## config.mk

```make
export PLATFORM = sky130hd
export DESIGN_NAME = fifo_rd_stream
export DESIGN_NICKNAME = d
export VERILOG_FILES = /design/src/rtl/fifo_rd_stream.sv
export SDC_FILE = /design/constraint.sdc
export NUM_CORES = 1
export LEC_CHECK = 0
export BUFFER_PORTS_ARGS = -buffer_cell sky130_fd_sc_hd__buf_2
export CAP_MARGIN = 20
export CORE_MARGIN = 2
export CORE_UTILIZATION = 40
export CTS_CLUSTER_DIAMETER = 80
export DETAILED_ROUTE_END_ITERATION = 16
export PLACE_DENSITY_LB_ADDON = 0.25
export SLEW_MARGIN = 30
export SYNTH_ARGS = -nofsm -noshare
export SYNTH_HDL_FRONTEND = slang
export SYNTH_SLANG_ARGS = --single-unit
```

## constraint.sdc

```tcl
create_clock -name clk -period 2.66 [get_ports clk]
set_clock_uncertainty 0.1 [all_clocks]
set_input_delay 0.798 -clock clk [delete_from_list [all_inputs] [get_ports clk]]
set_output_delay 0.798 -clock clk [all_outputs]
set_load 0.03 [all_outputs]
```

## src/rtl/fifo_rd_stream.sv

```systemverilog
// fifo_rd_stream: read-side adapter for a synchronous FIFO with 1-cycle read
// latency. Drains the FIFO read port into a valid/ready stream through a
// 3-entry buffer. The buffer absorbs the read latency, so there is no
// combinational path from m_ready to fifo_read_en.
// Optional packet framing (m_last driven from pkt_len) is built only when the
// macro FIFO_RD_STREAM_LAST_EN is defined; otherwise m_last is tied low.
module fifo_rd_stream #(
  parameter int DATA_W = 16,
  parameter int PKT_W  = 8
) (
  input  logic              clk,
  input  logic              rst_n,
  input  logic              flush,
  input  logic              fifo_empty,
  output logic              fifo_read_en,
  input  logic [DATA_W-1:0] fifo_data,
  input  logic [PKT_W-1:0]  pkt_len,
  output logic [DATA_W-1:0] m_data,
  output logic              m_valid,
  input  logic              m_ready,
  output logic              m_last
);

  logic [1:0]        occ_q, occ_d;
  logic              inflight_q, inflight_d;
  logic [DATA_W-1:0] buf_q [3];
  logic [DATA_W-1:0] buf_d [3];
  logic              pop_s;
  logic [1:0]        wr_idx_s;
  logic [2:0]        reserved_s;

  // Head of the buffer is always entry 0; entries shift down on a pop.
  assign m_valid    = (occ_q != 2'd0);
  assign m_data     = buf_q[0];
  assign pop_s      = m_valid & m_ready;
  // Words held plus the word in flight: a read is only issued while a slot is
  // guaranteed, so the buffer cannot overflow.
  assign reserved_s = {1'b0, occ_q} + {2'b00, inflight_q};
  assign fifo_read_en = rst_n & ~fifo_empty & ~flush & (reserved_s < 3'd3);
  // Arriving word lands just behind the last word still held after this pop.
  assign wr_idx_s   = occ_q - {1'b0, pop_s};

  // Buffer shift/capture and occupancy bookkeeping.
  always_comb begin
    buf_d      = buf_q;
    occ_d      = occ_q;
    inflight_d = fifo_read_en;
    if (pop_s) begin
      buf_d[0] = buf_q[1];
      buf_d[1] = buf_q[2];
    end else begin
      buf_d[0] = buf_q[0];
      buf_d[1] = buf_q[1];
    end
    if (flush) begin
      // Drop everything held; the word arriving now is not captured.
      occ_d = 2'd0;
    end else begin
      if (inflight_q) begin
        case (wr_idx_s)
          2'd0:    buf_d[0] = fifo_data;
          2'd1:    buf_d[1] = fifo_data;
          2'd2:    buf_d[2] = fifo_data;
          default: buf_d[2] = buf_q[2];
        endcase
      end else begin
        buf_d[2] = buf_q[2];
      end
      case ({inflight_q, pop_s})
        2'b10:   occ_d = occ_q + 2'd1;
        2'b01:   occ_d = occ_q - 2'd1;
        default: occ_d = occ_q;
      endcase
    end
  end

  // Buffer, occupancy and in-flight state registers.
  always_ff @(posedge clk or negedge rst_n) begin
    if (!rst_n) begin
      occ_q      <= 2'd0;
      inflight_q <= 1'b0;
      for (int i = 0; i < 3; i++) begin
        buf_q[i] <= {DATA_W{1'b0}};
      end
    end else begin
      occ_q      <= occ_d;
      inflight_q <= inflight_d;
      buf_q      <= buf_d;
    end
  end

`ifdef FIFO_RD_STREAM_LAST_EN
  localparam logic [PKT_W-1:0] LEN_ONE = PKT_W'(1);

  logic [PKT_W-1:0] wcnt_q, wcnt_d;
  logic [PKT_W-1:0] len_q, len_d;
  logic [PKT_W-1:0] pkt_len_eff_s;
  logic [PKT_W-1:0] cur_len_s;
  logic             last_s;

  // A length of 0 is treated as 1 (every word is last).
  assign pkt_len_eff_s = (pkt_len == {PKT_W{1'b0}}) ? LEN_ONE : pkt_len;
  // The first word of a packet sees the live pkt_len, which is the value
  // latched on its pop; later words use the latched length, so a mid-packet
  // change of pkt_len only affects the next packet.
  assign cur_len_s = (wcnt_q == {PKT_W{1'b0}}) ? pkt_len_eff_s : len_q;
  assign last_s    = m_valid & (wcnt_q == (cur_len_s - LEN_ONE));
  assign m_last    = last_s;

  // Word counter and packet-length latch, advanced on every accepted word.
  always_comb begin
    wcnt_d = wcnt_q;
    len_d  = len_q;
    if (flush) begin
      wcnt_d = {PKT_W{1'b0}};
    end else if (pop_s) begin
      if (wcnt_q == {PKT_W{1'b0}}) begin
        len_d = pkt_len_eff_s;
      end else begin
        len_d = len_q;
      end
      wcnt_d = last_s ? {PKT_W{1'b0}} : (wcnt_q + LEN_ONE);
    end else begin
      wcnt_d = wcnt_q;
    end
  end

  // Framing state registers.
  always_ff @(posedge clk or negedge rst_n) begin
    if (!rst_n) begin
      wcnt_q <= {PKT_W{1'b0}};
      len_q  <= LEN_ONE;
    end else begin
      wcnt_q <= wcnt_d;
      len_q  <= len_d;
    end
  end
`else
  logic unused_pkt_len_s;
  assign unused_pkt_len_s = ^pkt_len;
  assign m_last = 1'b0;
`endif

endmodule

```

==> impl_metrics.yaml <==
placed_design:
  dpl.hpwl_um: 3260
  gp_congestion: 0.804
  port_buffers: 38
grt:
  first_global_vias: 1627
  grt_max_degree: 52
  grt_antenna_before_repair: 0
  grt_pass1_wl_um: 7730
  grt_use_total_pct: 14.0
  grt.overflow.total: 0
finish:
  drive_above_1_share_pct: 65.1
  final_nets: 246
  finish.utilization_pct: 48.2
  antenna_cells: 0
  seqCellArea_mm2: 0.00128
  syn_to_final_growth_pct: 14.9
  nFillCells: 553
  multiInputGateArea_mm2: 0.00112
pwr:
  max-vdd-ir-drop_uv: 415
  power_leakage_nw: 1.49
  p_per_area_mw_per_mm2: 859
  p_total_mw: 2.49
timing:
  rsz0062_at_grt: "true"
  min_period_ns: 2.74
  fmax_mhz: 365
  finalSetupViolCount: 1
  holdWs_ns: 0.391
  final-hold-violation-count: 0
  final_max_slew_viol_count: 0
  postLayoutSetupSlackWorst_ns: -0.0827
  fin_crit_sh_pct: 103
  worst_pin_slew_ns: 0.626
  maxSlewHeadroom_pct: 58.3
  tns_ns: -0.0827
setup_path:
  cp_max_fo: 2
  reg2reg_depth: 9
  ff2ff_setup_slack_ns: 0.26
  start_kind: "flip-flop"
  worstPathArrival_ns: 1.84
  crit-reg2reg-capture: "buf_q[5]"
  critical_path_class: "reg -> out"
  rr_startpoint: "occ_q[0]"
  crit_path_start: "occ_q[0]"
  required_ns: 1.76
  cp-end-kind: "primary output"
synthesis:
  yosys.cell_types.count: 23
  ys_warn_count: 0
  synth-seq-cells: 51
  synth_nets: 211
  syn_avg_cell_area_um2: 14.1
  synthCells: 179
  ys_seq_area_share_pct: 50.5
  syn_area_mm2: 0.00253
route:
  antenna_left: 0
  drc: 0
  dr.pass1.iters: 4
  drt_iter0_drc: 22
  drt-total-wl_um: 4610
  wl_per_cell_um: 15.9
  via_count: 1455
  viasPerCell: 5.02
min_path:
  hold_path_depth: 1
  hold_class: "reg -> reg"
  holdPathEnd: "buf_q[7]"
  hp-start: "buf_q[7]"
floorplan:
  initial_utilization_pct: 41.9
  io-pin-count: 48
  die_w_um: 83.5
  core_area_mm2: 0.00603
  dieArea_mm2: 0.00697
  core.rowCount: 28
  dieHeight_um: 83.5
cts:
  clock_sinks: 51
  path_clk_slew_ns: 0.09
  clock_path_buffers: 2
  h-tree-depth: 2
  worstSkewPairLatency_ns: 0.29
  cts_root_buf: "clkbuf_8"
  numCtsBuffers: 5
  cts_tree: "done"
  ctsHoldBuffers: 0
status:
  violations: "negative setup slack"
  status: "finished with violations"
job:
  maxCapViolations: 0
[cell usage after synthesis]
cell	instances	share of area (%)
mux2_2	70	31
dfrtp_1	51	50
buf_4	17	5.0
mux2_1	10	4.5
buf_2	6	1.2
ha_1	3	1.5
xnor2_1	3	1.0
a21oi_1	2	0.40
clkbuf_1	2	0.30
inv_1	2	0.30
a2111oi_0	1	0.35
and4b_1	1	0.40
buf_6	1	0.45
conb_1	1	0.15
nand2_1	1	0.15
nand4b_2	1	0.59
nor2_1	1	0.15
nor3b_1	1	0.30
nor4bb_1	1	0.40
o21ai_0	1	0.20
o21ai_2	1	0.35
or2_2	1	0.25
or4b_2	1	0.40
[how the worst max path moves through the flow]
stage                     cells past startpoint           end
after floorplan                               2  fifo_read_en
final                                         5  fifo_read_en
after detailed placement                      4  fifo_read_en
after CTS                                     5  fifo_read_en
after global routing                          5  fifo_read_en
after global placement                        4  fifo_read_en
[critical path: stages, from the launching register on]
cell and delay, ns:
dfrtp_1 0.40, ha_2 0.20, ha_4 0.15, or4b_4 0.49
a21oi_4 0.15, buf_6 0.15
[report_power, final]
group	switching (mW)	internal (mW)
clock	0.244	0.183
combinational	0.462	0.464
sequential	0.115	1.03
[cell families (layout without fill, tap and decap cells)]
| logic type | after synthesis | count (layout) | synth area share (%) |
|---|---|---|---|
| other | 1 | 1 | 0.148 |
| adder cells (fa/ha/maj) | 3 | 3 | 1.49 |
| flip-flops | 51 | 51 | 50.5 |
| buffers and inverters | 28 | 64 | 7.28 |
| AND/OR/NAND/NOR | 8 | 8 | 2.62 |
| multiplexers | 80 | 80 | 35.6 |
| XOR/XNOR | 3 | 3 | 1.04 |
| AO/OA/AOI/OAI | 5 | 5 | 1.29 |
[state kept, by name (all words and copies together) (netlist names)]
signal and flops:
buf_q 32, inflight_q 1, m_data 16, occ_q 2
[cell type report]
cell class / instances / area share (%)
flip-flops and latches: 51 / 44.0
multi-input cells: 100 / 38.6
repair buffers: 54 / 10.9
well taps: 75 / 3.23
clock buffers: 5 / 2.37
clock inverters: 3 / 0.690
inverters: 2 / 0.259
[layout by cell type, fill, tap and decap left out]
cell	count
mux2_2	70
dfrtp_1	51
buf_2	37
buf_4	16
mux2_1	10
clkbuf_8	5
xnor2_1	3
inv_1	2
clkinvlp_4	2
o21ai_4	1
nand4b_2	1
nor3b_1	1
nand2_1	1
or2_2	1
or4b_4	1
a21oi_4	1
nor2_1	1
nor4bb_4	1
o21ai_0	1
and4b_1	1
a21oi_1	1
a2111oi_0	1
ha_1	1
ha_4	1
ha_2	1
conb_1	1
clkinv_2	1
buf_6	1
[metal layers]
| layer | GRT usage [%] | vias to the layer above | routed length (um) |
|---|---|---|---|
| met5 | 0 | - | 0 |
| met4 | 3.96 | 0 | 38 |
| met3 | 3.56 | 4 | 187 |
| met2 | 25.7 | 25 | 2510 |
| met1 | 16.1 | 746 | 1880 |
| li1 | - | 680 | - |
[what timing repair did]
action / 4_1_cts / 5_1_grt
pin swaps: 2 / 2
gates cloned: 0 / 0
hold endpoints to repair: 0 / 0
endpoints found under the setup margin: 1 / 1
gates resized for setup: 6 / 0
buffers inserted: 3 / 1
[metrics by stage]
stage	cells	area (um2)	worst slack (ns)
after floorplan	179	2540	0.0149
after global placement	278	2760	-0.180
after detailed placement	278	2760	-0.220
after CTS	289	2900	-0.107
after global routing	290	2900	-0.116
final	290	2900	-0.0827
Note: power is estimated with default switching activity, not from simulation.
